--- src/rtl/barrel_shifter.sv ---
// Log2-stage barrel shifter: LSL / LSR / ASR / ROL by 0..WIDTH-1 positions,
// one result per cycle with a single registered output stage.
module barrel_shifter #(
    parameter  int WIDTH = 8,
    localparam int SHW   = $clog2(WIDTH)
) (
    input  logic             clk,
    input  logic             rst,
    input  logic             in_valid,
    input  logic [WIDTH-1:0] data,
    input  logic [SHW-1:0]   shifter,
    input  logic [1:0]       mode,
    output logic [WIDTH-1:0] result,
    output logic             out_valid
);

    typedef enum logic [1:0] {
        MODE_LSL = 2'b00,
        MODE_LSR = 2'b01,
        MODE_ASR = 2'b10,
        MODE_ROL = 2'b11
    } mode_e;

    mode_e            mode_sel;
    logic             sign_bit;
    logic [WIDTH-1:0] shift_next;
    logic [WIDTH-1:0] result_reg;
    logic             out_valid_reg;

    assign mode_sel = mode_e'(mode);
    // ASR fills from the operand's original MSB, not the partially shifted word
    assign sign_bit = data[WIDTH-1];

    genvar gi;
    generate
        for (gi = 0; gi < SHW; gi++) begin : g_stage
            localparam int STEP = 1 << gi;

            logic [WIDTH-1:0] stage_in;
            logic [WIDTH-1:0] stage_out;
            logic [WIDTH-1:0] lsl_val;
            logic [WIDTH-1:0] lsr_val;
            logic [WIDTH-1:0] asr_val;
            logic [WIDTH-1:0] rol_val;
            logic [WIDTH-1:0] shifted;

            if (gi == 0) begin : g_first
                assign stage_in = data;
            end else begin : g_chain
                assign stage_in = g_stage[gi-1].stage_out;
            end

            assign lsl_val = {stage_in[WIDTH-1-STEP:0], {STEP{1'b0}}};
            assign lsr_val = {{STEP{1'b0}}, stage_in[WIDTH-1:STEP]};
            assign asr_val = {{STEP{sign_bit}}, stage_in[WIDTH-1:STEP]};
            assign rol_val = {stage_in[WIDTH-1-STEP:0], stage_in[WIDTH-1:WIDTH-STEP]};

            always_comb begin
                shifted = lsl_val;
                case (mode_sel)
                    MODE_LSL: shifted = lsl_val;
                    MODE_LSR: shifted = lsr_val;
                    MODE_ASR: shifted = asr_val;
                    MODE_ROL: shifted = rol_val;
                    default:  shifted = lsl_val;
                endcase
            end

            assign stage_out = shifter[gi] ? shifted : stage_in;
        end
    endgenerate

    assign shift_next = g_stage[SHW-1].stage_out;

    always_ff @(posedge clk) begin
        if (rst) begin
            result_reg    <= '0;
            out_valid_reg <= 1'b0;
        end else begin
            out_valid_reg <= in_valid;
            if (in_valid) begin
                result_reg <= shift_next;
            end
        end
    end

    assign result    = result_reg;
    assign out_valid = out_valid_reg;

endmodule

--- config.mk ---
export PLATFORM = sky130hd
export DESIGN_NAME = barrel_shifter
export DESIGN_NICKNAME = d
export VERILOG_FILES = /design/src/rtl/barrel_shifter.sv
export SDC_FILE = /design/constraint.sdc
export NUM_CORES = 1
export LEC_CHECK = 0
export BUFFER_PORTS_ARGS = -buffer_cell sky130_fd_sc_hd__buf_2
export CAP_MARGIN = 15
export CORE_ASPECT_RATIO = 1.25
export CORE_MARGIN = 2
export CORE_UTILIZATION = 30
export DETAILED_ROUTE_END_ITERATION = 10
export GPL_ROUTABILITY_DRIVEN = 0
export PLACE_DENSITY_LB_ADDON = 0.05
export SETUP_SLACK_MARGIN = 0.3
export SLEW_MARGIN = 20
export SYNTH_ARGS = -nofsm -noshare
export SYNTH_HDL_FRONTEND = slang
export SYNTH_SLANG_ARGS = --single-unit
export TNS_END_PERCENT = 100
--- constraint.sdc ---
create_clock -name clk -period 2.7 [get_ports clk]
set_input_delay 0.405 -clock clk [delete_from_list [all_inputs] [get_ports clk]]
set_output_delay 0.405 -clock clk [all_outputs]
set_load 0.1 [all_outputs]
==> out/metrics.cfg <==
[floorplan]
die_height_microns=72.08
rows=24
initial_core_util_pct=31.66
coreArea_sq_um=3513
ios=25
die_x_microns=58.46
die_area_sq_um=4214

[sta]
rsz0062_at_grt=no
fmax_ghz=0.5637
worst_pin_slew_ns=0.5350
slew_headroom_pct=64.33
hold_viol=0
setup_viol=0
finalSetupTns_ns=0
skew_ns=0
slew_viol_final=0
fin_crit_sh_pct=65.71
period_needed_ns=1.774

[worst_setup_path]
reg2reg_from=result[1]
crit_start=shifter[0]
reg2reg_depth=4
r2r_end=result[1]
cp.required_ns=2.79
start_kind=primary input
cp-end-kind=register
path_class=in -> reg
cp.arrival_ns=1.86
cp_max_fo=30
r2r_slack_ns=1.90

[final_layout]
antenna_cells=0
drive_above_1_share_pct=27.63
final_util_pct=35.26
final_cells=191
area_delta_synth_final_pct=11.36
nNetsFinal=169
largest_reg_flops=8
fillers=377

[synth]
synthCells=135
synth_compound_area_share_pct=30.15
yosys_most_used_dff=dfxtp_1
netlist_area_sq_um=1112
yosys.area_share.adder_pct=0
synth_seq_cells=9
syn_avg_cell_area_sq_um=8.239
muxShareOfSynthArea_pct=14.51
ys_warn_count=0
synth_top_family_by_area=compound AO/OA/AOI/OAI gates
synthXorXnorAreaFrac_pct=4.949
ys_seq_area_share_pct=16.20
synthArstFlopShare_pct=0
ys_types=48
syn-num-nets=151
synth_simple_gate_area_share_pct=24.63
synth_edf_count=0

[drt]
finalWirelength_mm=3.075
firstDrtPassIters=4
drtIter0Drc=30
postRouteAntennaNets=0
via_per_inst=5.717
vias=1092
wire_per_inst_microns=16.10
drc_errors=0

[power_and_ir_drop]
power_density_nw_per_um2=461.4
ir_drop_mv=0.3213
p_leak_nw=0.5087

[grt]
grt_overflow=0
grt_pass1_vias=1075
grt_start_max_net_pins=31
grt_antenna_before_repair=0
grt_usage_pct=15.96
grt_first_pass_wirelength_mm=5.188

[clock_network]
holdBufCountCts=0
cts_root_buf=clkbuf_8
cts_tree=yes
cts_resized=0
clk_pin_slew_ns=0.04
cts_setup_buffers=0
cts.sinks=9
cts_max_level=1
clock_latency_ns=0.23
clockBufferDepth=2
cts_made_buffers=3

[placement]
dp_hpwl_mm=2.392
dp.cells=187
numPortBuffers=24

[hold_path]
min_delay_path_depth=2
hold_path.class=reg -> reg
hold_end=result[4]
hold_start=result[4]

[flow_run]
maxCapViolCount=0

[outcome]
status=finished, final reports clean

worst max-delay path, stage by stage:
cell and delay [ns]:
buf_2 0.43, mux4_1 0.62, a32o_2 0.25, nand2_1 0.07, a311oi_2 0.09
power breakdown:
| part | internal, mW | switching, mW | leakage, nW |
|---|---|---|---|
| Combinational | 0.0776 | 0.189 | 0.411 |
| Clock | 0.103 | 0.0519 | 0.0228 |
| Sequential | 0.145 | 0.00541 | 0.0747 |
| Total | 0.325 | 0.246 | 0.509 |
metrics by stage:
stage / instance area [sq um] / hold slack, ns / setup slack, ns / power (mW)
after floorplan: 1112 / 0.6082 / 1.107 / 0.3727
after global placement: 1194 / 0.5049 / 0.7070 / 0.4211
after detailed placement: 1194 / 0.5043 / 0.6845 / 0.4197
after CTS: 1239 / 0.5143 / 0.9262 / 0.5773
after global routing: 1239 / 0.5437 / 0.8126 / 0.6036
final: 1239 / 0.5127 / 0.9260 / 0.5715
cell type report:
class / instances / area (sq um) / area share, %
flip-flops and latches: 9 / 180.2 / 14.55
well taps: 39 / 48.80 / 3.939
inverters: 5 / 18.77 / 1.515
repair buffers: 24 / 120.1 / 9.697
multi-input cells: 110 / 825.8 / 66.67
clock buffers: 4 / 45.04 / 3.636
routing by layer:
metal  share of wire (%)  global-route usage, %  vias to the layer above
li1                    -                      -                      541
met1                  46                  20.37                      521
met2                  48                  26.09                       26
met3                 4.7                  2.139                        4
met4                 1.5                  7.752                        0
met5                   0                      0                        -
cell usage after synthesis (3+ instances only):
| cell type | instances | area, sq um |
|---|---|---|
| nor2_1 | 15 | 56.30 |
| nand2_1 | 11 | 41.29 |
| dfxtp_1 | 9 | 180.2 |
| mux2i_1 | 9 | 90.09 |
| a31oi_1 | 7 | 43.79 |
| nor2b_1 | 7 | 43.79 |
| a21oi_1 | 5 | 25.02 |
| o22ai_1 | 5 | 31.28 |
| buf_6 | 4 | 45.04 |
| inv_1 | 4 | 15.01 |
| nor3_1 | 4 | 20.02 |
| a211oi_2 | 3 | 37.54 |
| buf_4 | 3 | 22.52 |
| nand2b_1 | 3 | 18.77 |
| nand3_1 | 3 | 15.01 |
worst max path at each step:
stage | endpoint | depth (start not counted) | slack, ns
floorplan | result[0] | 6 | 1.11
global placement | result[1] | 6 | 0.71
detailed placement | result[0] | 5 | 0.68
CTS | result[0] | 5 | 0.93
global route | result[4] | 6 | 0.81
finish | result[0] | 5 | 0.93
logic make-up (layout without fill, tap and decap cells):
logic type / after synthesis / after routing
xor+xnor: 2 / 2
buf+inv: 16 / 33
mux: 13 / 13
compound gates: 42 / 42
flops: 9 / 9
simple gates: 53 / 53
cell usage in the layout (no fill, tap or decap), types with 2 or more instances in the layout:
master and instances:
a211oi_1 2, a211oi_2 3, a21oi_1 5, a31oi_1 7, and2_2 2, buf_2 24, clkbuf_8 3, dfxtp_1 9
inv_1 4, mux2_1 2, mux2i_1 9, nand2_1 11, nand2b_1 3, nand3_1 3, nor2_1 15, nor2b_1 7
nor3_1 4, o211a_1 2, o211ai_1 2, o21ai_0 2, o21ai_1 2, o21bai_1 2, o22ai_1 5, or3_1 2
Note: power is estimated with default switching activity, not from simulation.
